File: config.mk
export PLATFORM = sky130hd
export DESIGN_NAME = glb_load_sequencer_flat
export DESIGN_NICKNAME = d
export VERILOG_FILES = /design/src/rtl/glb_load_sequencer_if.sv /design/src/rtl/glb_load_sequencer.sv /design/src/flat_wrapper.sv
export SDC_FILE = /design/constraint.sdc
export NUM_CORES = 1
export LEC_CHECK = 0
export ABC_AREA = 1
export CORE_MARGIN = 3
export CORE_UTILIZATION = 45
export DETAILED_ROUTE_END_ITERATION = 12
export PLACE_DENSITY = 0.79
export SYNTH_ARGS = -nofsm -noshare
export SYNTH_HDL_FRONTEND = slang
export SYNTH_SLANG_ARGS = --single-unit
File: constraint.sdc
create_clock -name clk -period 2.2 [get_ports clk]
set_clock_uncertainty 0.2 [all_clocks]
set_input_delay 0.44 -clock clk [delete_from_list [all_inputs] [get_ports clk]]
set_output_delay 0.44 -clock clk [all_outputs]
set_load 0.02 [all_outputs]
File: src/rtl/glb_load_sequencer_if.sv
// ---------------------------------------------------------------------------
// glb_load_sequencer_if : host stream / SRAM write-port bundle for the loader
// Rev 1.0
// ---------------------------------------------------------------------------
`default_nettype none

interface glb_load_sequencer_if;
    logic        ready;
    logic [31:0] data_in;
    logic        compute_done;
    logic [31:0] wdata;
    logic        ifmap_we;
    logic [3:0]  ifmap_addr;
    logic        weight_we;
    logic [9:0]  weight_addr;
    logic        bias_we;
    logic [5:0]  bias_addr;
    logic        compute_start;
    logic        pass_idx;
    logic        busy;
    logic        layer_done;
    logic        protocol_err;

    modport master (
        output ready, data_in, compute_done,
        input  wdata, ifmap_we, ifmap_addr, weight_we, weight_addr,
               bias_we, bias_addr, compute_start, pass_idx, busy,
               layer_done, protocol_err
    );

    modport slave (
        input  ready, data_in, compute_done,
        output wdata, ifmap_we, ifmap_addr, weight_we, weight_addr,
               bias_we, bias_addr, compute_start, pass_idx, busy,
               layer_done, protocol_err
    );
endinterface

`default_nettype wire

File: src/rtl/glb_load_sequencer.sv
// ---------------------------------------------------------------------------
// glb_load_sequencer : routes the host word stream into ifmap/weight/bias SRAMs
// and kicks off one accelerator pass per load. Rev 1.0
// ---------------------------------------------------------------------------
`default_nettype none

module glb_load_sequencer #(
    parameter int IFMAP_WORDS  = 16,
    parameter int WEIGHT_WORDS = 1024,
    parameter int BIAS_WORDS   = 64,
    parameter int NUM_PASS     = 2
) (
    input  logic                 clk,
    input  logic                 rst,
    glb_load_sequencer_if.slave  bus
);

    localparam int MAX_IW    = (IFMAP_WORDS > BIAS_WORDS) ? IFMAP_WORDS : BIAS_WORDS;
    localparam int MAX_WORDS = (WEIGHT_WORDS > MAX_IW) ? WEIGHT_WORDS : MAX_IW;
    localparam int CNT_W     = $clog2(MAX_WORDS);

    typedef enum logic [2:0] {
        S_IDLE    = 3'd0,
        S_LOAD_IF = 3'd1,
        S_LOAD_W  = 3'd2,
        S_LOAD_B  = 3'd3,
        S_START   = 3'd4,
        S_WAIT    = 3'd5
    } state_t;

    state_t             state_q, state_d;
    logic [CNT_W-1:0]   cnt_q, cnt_d;
    logic [31:0]        wdata_q, wdata_d;
    logic               ifmap_we_q, ifmap_we_d;
    logic [3:0]         ifmap_addr_q, ifmap_addr_d;
    logic               weight_we_q, weight_we_d;
    logic [9:0]         weight_addr_q, weight_addr_d;
    logic               bias_we_q, bias_we_d;
    logic [5:0]         bias_addr_q, bias_addr_d;
    logic               start_q, start_d;
    logic               pass_q, pass_d;
    logic               busy_q, busy_d;
    logic               layer_done_q, layer_done_d;
    logic               err_q, err_d;

    always_comb begin
        state_d       = state_q;
        cnt_d         = cnt_q;
        wdata_d       = wdata_q;
        ifmap_we_d    = 1'b0;
        ifmap_addr_d  = ifmap_addr_q;
        weight_we_d   = 1'b0;
        weight_addr_d = weight_addr_q;
        bias_we_d     = 1'b0;
        bias_addr_d   = bias_addr_q;
        start_d       = 1'b0;
        pass_d        = pass_q;
        layer_done_d  = 1'b0;
        // A start request outside IDLE is flagged but otherwise has no effect
        err_d         = err_q | (bus.ready && (state_q != S_IDLE));

        case (state_q)
            S_IDLE: begin
                if (bus.ready) begin
                    state_d = S_LOAD_IF;
                    cnt_d   = '0;
                end
            end
            S_LOAD_IF: begin
                wdata_d      = bus.data_in;
                ifmap_we_d   = 1'b1;
                ifmap_addr_d = cnt_q[3:0];
                if (cnt_q == CNT_W'(IFMAP_WORDS - 1)) begin
                    state_d = S_LOAD_W;
                    cnt_d   = '0;
                end else begin
                    cnt_d = cnt_q + CNT_W'(1);
                end
            end
            S_LOAD_W: begin
                wdata_d       = bus.data_in;
                weight_we_d   = 1'b1;
                weight_addr_d = cnt_q[9:0];
                if (cnt_q == CNT_W'(WEIGHT_WORDS - 1)) begin
                    state_d = S_LOAD_B;
                    cnt_d   = '0;
                end else begin
                    cnt_d = cnt_q + CNT_W'(1);
                end
            end
            S_LOAD_B: begin
                wdata_d     = bus.data_in;
                bias_we_d   = 1'b1;
                bias_addr_d = cnt_q[5:0];
                if (cnt_q == CNT_W'(BIAS_WORDS - 1)) begin
                    state_d = S_START;
                    cnt_d   = '0;
                end else begin
                    cnt_d = cnt_q + CNT_W'(1);
                end
            end
            S_START: begin
                start_d = 1'b1;
                state_d = S_WAIT;
            end
            S_WAIT: begin
                if (bus.compute_done) begin
                    state_d = S_IDLE;
                    if (32'(pass_q) < NUM_PASS - 1) begin
                        pass_d = pass_q + 1'b1;
                    end else begin
                        pass_d       = 1'b0;
                        layer_done_d = 1'b1;
                    end
                end
            end
            default: state_d = S_IDLE;
        endcase

        busy_d = (state_d != S_IDLE);
    end

    always_ff @(posedge clk) begin
        if (!rst) begin
            state_q       <= S_IDLE;
            cnt_q         <= '0;
            wdata_q       <= '0;
            ifmap_we_q    <= 1'b0;
            ifmap_addr_q  <= '0;
            weight_we_q   <= 1'b0;
            weight_addr_q <= '0;
            bias_we_q     <= 1'b0;
            bias_addr_q   <= '0;
            start_q       <= 1'b0;
            pass_q        <= 1'b0;
            busy_q        <= 1'b0;
            layer_done_q  <= 1'b0;
            err_q         <= 1'b0;
        end else begin
            state_q       <= state_d;
            cnt_q         <= cnt_d;
            wdata_q       <= wdata_d;
            ifmap_we_q    <= ifmap_we_d;
            ifmap_addr_q  <= ifmap_addr_d;
            weight_we_q   <= weight_we_d;
            weight_addr_q <= weight_addr_d;
            bias_we_q     <= bias_we_d;
            bias_addr_q   <= bias_addr_d;
            start_q       <= start_d;
            pass_q        <= pass_d;
            busy_q        <= busy_d;
            layer_done_q  <= layer_done_d;
            err_q         <= err_d;
        end
    end

    assign bus.wdata         = wdata_q;
    assign bus.ifmap_we      = ifmap_we_q;
    assign bus.ifmap_addr    = ifmap_addr_q;
    assign bus.weight_we     = weight_we_q;
    assign bus.weight_addr   = weight_addr_q;
    assign bus.bias_we       = bias_we_q;
    assign bus.bias_addr     = bias_addr_q;
    assign bus.compute_start = start_q;
    assign bus.pass_idx      = pass_q;
    assign bus.busy          = busy_q;
    assign bus.layer_done    = layer_done_q;
    assign bus.protocol_err  = err_q;

endmodule

`default_nettype wire

File: src/flat_wrapper.sv
// flat-port wrapper written by rule: the top's interface ports become plain ports
module glb_load_sequencer_flat 
#(
    parameter int IFMAP_WORDS  = 16,
    parameter int WEIGHT_WORDS = 1024,
    parameter int BIAS_WORDS   = 64,
    parameter int NUM_PASS     = 2
)
  (clk, rst, bus_ready, bus_data_in, bus_compute_done, bus_wdata, bus_ifmap_we, bus_ifmap_addr, bus_weight_we, bus_weight_addr, bus_bias_we, bus_bias_addr, bus_compute_start, bus_pass_idx, bus_busy, bus_layer_done, bus_protocol_err);
  glb_load_sequencer_if bus_i ();
  input  logic clk;
  input  logic rst;
  input wire logic [$bits(bus_i.ready)-1:0] bus_ready;
  input wire logic [$bits(bus_i.data_in)-1:0] bus_data_in;
  input wire logic [$bits(bus_i.compute_done)-1:0] bus_compute_done;
  output wire logic [$bits(bus_i.wdata)-1:0] bus_wdata;
  output wire logic [$bits(bus_i.ifmap_we)-1:0] bus_ifmap_we;
  output wire logic [$bits(bus_i.ifmap_addr)-1:0] bus_ifmap_addr;
  output wire logic [$bits(bus_i.weight_we)-1:0] bus_weight_we;
  output wire logic [$bits(bus_i.weight_addr)-1:0] bus_weight_addr;
  output wire logic [$bits(bus_i.bias_we)-1:0] bus_bias_we;
  output wire logic [$bits(bus_i.bias_addr)-1:0] bus_bias_addr;
  output wire logic [$bits(bus_i.compute_start)-1:0] bus_compute_start;
  output wire logic [$bits(bus_i.pass_idx)-1:0] bus_pass_idx;
  output wire logic [$bits(bus_i.busy)-1:0] bus_busy;
  output wire logic [$bits(bus_i.layer_done)-1:0] bus_layer_done;
  output wire logic [$bits(bus_i.protocol_err)-1:0] bus_protocol_err;
  assign bus_i.ready = bus_ready;
  assign bus_i.data_in = bus_data_in;
  assign bus_i.compute_done = bus_compute_done;
  assign bus_wdata = bus_i.wdata;
  assign bus_ifmap_we = bus_i.ifmap_we;
  assign bus_ifmap_addr = bus_i.ifmap_addr;
  assign bus_weight_we = bus_i.weight_we;
  assign bus_weight_addr = bus_i.weight_addr;
  assign bus_bias_we = bus_i.bias_we;
  assign bus_bias_addr = bus_i.bias_addr;
  assign bus_compute_start = bus_i.compute_start;
  assign bus_pass_idx = bus_i.pass_idx;
  assign bus_busy = bus_i.busy;
  assign bus_layer_done = bus_i.layer_done;
  assign bus_protocol_err = bus_i.protocol_err;
  glb_load_sequencer #(.IFMAP_WORDS(IFMAP_WORDS), .WEIGHT_WORDS(WEIGHT_WORDS), .BIAS_WORDS(BIAS_WORDS), .NUM_PASS(NUM_PASS)) u_core (.clk(clk), .rst(rst), .bus(bus_i));
endmodule
Word level (Yosys, flattened, before mapping)
Cells that the tools add are included.
Widths: inputs -> output; s select.
- bits in registers: 73
- bits in latches: 0
- memory bits (writable): 0
- memory bits (read-only): 0
- input port bits: 36
- output and inout bits: 60
- word-level logic and storage cells: 53
- memories kept: 0
- add/sub/neg operators: 2
- $mul: 0
- divide/modulo/power cells: 0
- magnitude comparators: 1
- equality and inequality tests: 9
- shift operators: 0
- multiplexer cells: 17
- bitwise logic cells: 1
- reduce and logical (&&, ||, !) cells: 9
- operator list (cell ; count):
    $mux 10 ; 4
    $pmux 10 s4 ; 1
    $pmux 3 s6 ; 1
    $mux 3 ; 5
    $add 10x1->10 const B ; 1
    $eq 10x10->1 const B ; 1
    $eq 10x4->1 const B ; 1
    $eq 10x6->1 const B ; 1
    $eq 3x2->1 const B ; 2
    $eq 3x3->1 const B ; 2
    $mux 1 ; 6
    $reduce_bool 3->1 ; 2
    $reduce_and 2->1 ; 2
    $reduce_bool 4->1 ; 1
    $eq 3x1->1 const B ; 1
    $logic_not 3->1 ; 1
    $reduce_and 3->1 ; 1
    $reduce_or 3->1 ; 1
    $ne 2x2->1 const B ; 1
    $add 1x1->1 const B ; 1
    $logic_and 1x1->1 ; 1
    $lt 1x1->1 const B ; 1
    $or 1x1->1 ; 1

Depth between registers and ports, before layout
- word-level depth: 4
- gate-level depth with buffers: 9
- gate-level depth less buffers: 9

Least setup slack after synthesis
OpenSTA, ideal clock, no wires.
- kind: reg2reg
- start point: reg u_core.cnt_q[0]
- end point: reg u_core.cnt_q[5]
- setup time: 0.113 ns
- data arrival time: 1.347 ns
- data required time: 1.887 ns
- path slack: 0.540 ns
- cell stages (with the launch flop): 9
- path buffers: 0
- period minus slack after synthesis: 1.660 ns
- cells stage by stage: dfxtp_1 > ha_1 > nand2_1 > nor2_2 > nand3_1 > nand2_2 > nand4_2 > inv_2 > nor2_1
- word-level cells in the longest chain between the ends: 3
- elaborated cells between the ends (all ways): 8
- classes of those cells: add/sub (1); eq/ne (3); mux (4)
- ends and longest elaborated chain (element ; line ; text):
    start, declared ; glb_load_sequencer.sv:32 ; logic [CNT_W-1:0] cnt_q, cnt_d;
    start signal, assigned ; glb_load_sequencer.sv:141 ; cnt_q <= cnt_d;
    $add 10x1->10, or another cell as far along ; glb_load_sequencer.sv:77, glb_load_sequencer.sv:88, glb_load_sequencer.sv:99 ;
    $mux 10 (on tied branches) ; glb_load_sequencer.sv:95, glb_load_sequencer.sv:73, glb_load_sequencer.sv:84 ;
    $pmux 10 s4 (*) ; glb_load_sequencer.sv:62 ; case (state_q)
Every way passes the cells marked *; elsewhere a longest branch is shown, timed or not.
A chain may end at the register's enable or synchronous reset.

Final worst setup path
- start point: reg u_core.wdata_q[4] (netlist: u_core.bus.wdata[4])
- end point: out bus_wdata[4]
- RTL lines (element ; line ; text):
    start, declared ; glb_load_sequencer.sv:33 ; logic [31:0] wdata_q, wdata_d;
    start signal, assigned ; glb_load_sequencer.sv:142 ; wdata_q <= wdata_d;
    end, declared ; flat_wrapper.sv:16 ; output wire logic [$bits(bus_i.wdata)-1:0] bus_wdata;
No word-level cell between the ends.

==> impl_metrics.json <==
{
  "outcome": "finished clean",
  "grt_pass1_vias": 2671,
  "critPathLaunch": "u_core.bus.wdata[4]$_SDFFE_PN0P_",
  "crit_slowest_cell": "clkdlybuf4s50_1",
  "antenna_found_initial": 0,
  "crit_type": "reg2out",
  "yosysTopAreaCell": "dfxtp_1",
  "p_leak_nw": 1.644,
  "hp-class": "reg2reg",
  "die_height_um": 84.55,
  "cp_max_fo": 2,
  "syn_to_final_growth_pct": 45.16,
  "vdd_drop_max_mv": 0.4509,
  "fin_setup_tns_ps": 0,
  "min_period_ps": 1954,
  "drtIter0Drc": 191,
  "cts_resized": 0,
  "vias_per_cell": 4.994,
  "synthTopCellsByCount": "nor2_1, dfxtp_1, o21ai_0",
  "tightest_slew_ps": 456.3,
  "timing.hold.ws_ps": 272.2,
  "drive_gt1_share_pct": 8.658,
  "timing.rr.start": "u_core.cnt_q[0]$_SDFFE_PN0P_",
  "synth_most_common_cell": "nor2_1",
  "worstPathRequired_ps": 1560,
  "grt_pass1_wl_um": 11870,
  "worstHoldStart": "u_core.bus.protocol_err$_SDFF_PN0_",
  "cts_made_buffers": 9,
  "yosys_warnings": 0,
  "synth-edff-count": 0,
  "finalHoldViolCount": 0,
  "ant_nets": 0,
  "synth_area_per_cell_um2": 7.734,
  "gr-usage-met1_pct": 23.64,
  "dr.pass1.iters": 4,
  "critical-path-max-stage-delay_ps": 620,
  "slew_headroom_pct": 69.48,
  "critical_path_arrival_ps": 1310,
  "power_density_nw_per_um2": 741.9,
  "grt_use_total_pct": 20.50,
  "cts_max_path_buffers": 2,
  "synth_seq_cells": 73,
  "grt_max_degree": 33,
  "synthCells": 359,
  "clk_pin_slew_ps": 70,
  "syn-cell-area_um2": 2776,
  "gr-usage-met2_pct": 33.31,
  "portBuffers": 95,
  "via_count": 2667,
  "comb_power_share_pct": 15.0,
  "cts_setup_buffers": 0,
  "post-route-drc-count": 0,
  "swShare_pct": 25.24,
  "place_congestion": 0.9169,
  "switchingPower_mw": 0.7545,
  "synth_area_leaders": "dfxtp_1, nor2_1, o21ai_0",
  "ctsHoldBuffers": 0,
  "io_pins": 96,
  "cts_tree": "yes",
  "core_region_area_um2": 5743,
  "start_util_pct": 48.34,
  "fin_nets": 494,
  "cap_violations": 0,
  "end_kind": "primary output",
  "ys_types": 23,
  "wl_um": 7030,
  "syn_nets": 396,
  "die_width_um": 84.55,
  "drv_slew": 0,
  "power.internal_mw": 2.235,
  "wl_per_cell_um": 13.16,
  "grt_overflow": 0,
  "synthArstFlopShare_pct": 0,
  "setup_viol": 0,
  "root_buffer": "clkbuf_8",
  "seq_power_share_pct": 47.7,
  "post-route-period-util_pct": 88.82,
  "synthFlopType": "dfxtp_1",
  "dp_hpwl_um": 4975,
  "top_usage_layer": "met2",
  "crit_path_start_kind": "register",
  "use_met3_pct": 7.655,
  "cp_cell_sequence": "clkdlybuf4s50_1",
  "synth_top_cell_area_share_pct": 52.64,
  "num_rows": 27,
  "clockPowerShare_pct": 37.3,
  "h-tree-depth": 3,
  "die-area_um2": 7149,
  "num_antenna_cells": 0,
  "clk_latency_ps": 340,
  "synth_seq_area_share_pct": 52.64,
  "crit_family": "buffers and inverters",
  "critPathBufInv": 1,
  "rsz0062_at_grt": "no",
  "fmax_ghz": 0.5118,
  "cts_sinks": 73
}
-- registers in the layout, indices dropped and copies added, names as in the netlist --
name and count:
u_core.bus.bias_addr 6, u_core.bus.bias_we 1, u_core.bus.busy 1, u_core.bus.compute_start 1
u_core.bus.ifmap_addr 4, u_core.bus.ifmap_we 1, u_core.bus.layer_done 1, u_core.bus.pass_idx 1
u_core.bus.protocol_err 1, u_core.bus.wdata 32, u_core.bus.weight_addr 10, u_core.bus.weight_we 1
u_core.cnt_q 10, u_core.state_q 3
-- metal layers --
layer | vias up | wire length, um
met5 | - | 0
met3 | 9 | 630
li1 | 1354 | -
met4 | 0 | 129
met1 | 1206 | 3028
met2 | 98 | 3241
-- cells in the final DEF, fill, tap and decap left out, drive strengths merged, types with 2 or more instances in the layout --
cell	Yosys	final
nor2	103	103
clkdlybuf4s50	0	95
dfxtp	73	73
o21ai	58	58
nand2	32	32
inv	23	23
nand3	22	22
a21oi	20	20
clkbuf	8	10
buf	9	9
nor3	4	4
xor2	3	3
clkinv	0	3
bufinv	0	2
nand4	2	2
-- power by group through the flow --
stage / sequential, mW / combinational [mW] / clock (mW)
after floorplan: 1.53 / 0.139 / 0
after global placement: 1.45 / 0.445 / 0
after detailed placement: 1.45 / 0.449 / 0
after CTS: 1.43 / 0.452 / 1.14
after global routing: 1.44 / 0.488 / 1.20
final: 1.43 / 0.449 / 1.11
-- per-stage QoR --
stage / std cells / setup WS, ps / instance area [um2] / total power, mW / utilization (%)
global route: 534 / 115.2 / 4030 / 3.127 / 70.17
floorplan: 359 / 539.6 / 2776 / 1.669 / -
CTS: 534 / 226.4 / 4030 / 3.016 / 70.17
detailed placement: 518 / 146.0 / 3820 / 1.903 / 66.51
global placement: 518 / 184.9 / 3820 / 1.898 / 66.51
finish: 534 / 245.9 / 4030 / 2.990 / 70.17
-- worst paths after layout --
path	endpoint	slack (ps)	depth (start not counted)
hold / removal	u_core.bus.protocol_err$_SDFF_PN0_	270	2
setup reg to reg	u_core.cnt_q[5]$_SDFFE_PN0P_	270	8
hold reg to reg	u_core.bus.protocol_err$_SDFF_PN0_	270	2
setup / recovery	bus_wdata[4]	250	1
-- cell type report --
type                            instances  area [um2]
Sequential cell                        73        1461
Clock buffer                           10       127.6
Timing Repair Buffer                  104        1031
Multi-Input combinational cell        246        1151
Clock inverter                          6       82.58
Fill cell                             479        1713
Inverter                               23       86.33
Tap cell                               72       90.09
-- cells by family (layout without fill, tap and decap cells) --
logic type                 count (synthesis)  after routing  share of synthesized area (%)
buffers and inverters                     40            143                          5.904
adders and majority gates                  1              1                         0.4506
AOI/OAI and AO/OA                         79             79                          14.74
DFF                                       73             73                          52.64
xor gates and xnor gates                   3              3                         0.9465
and+or+nand+nor                          163            163                          25.33
(Power assumes the default switching activity.)
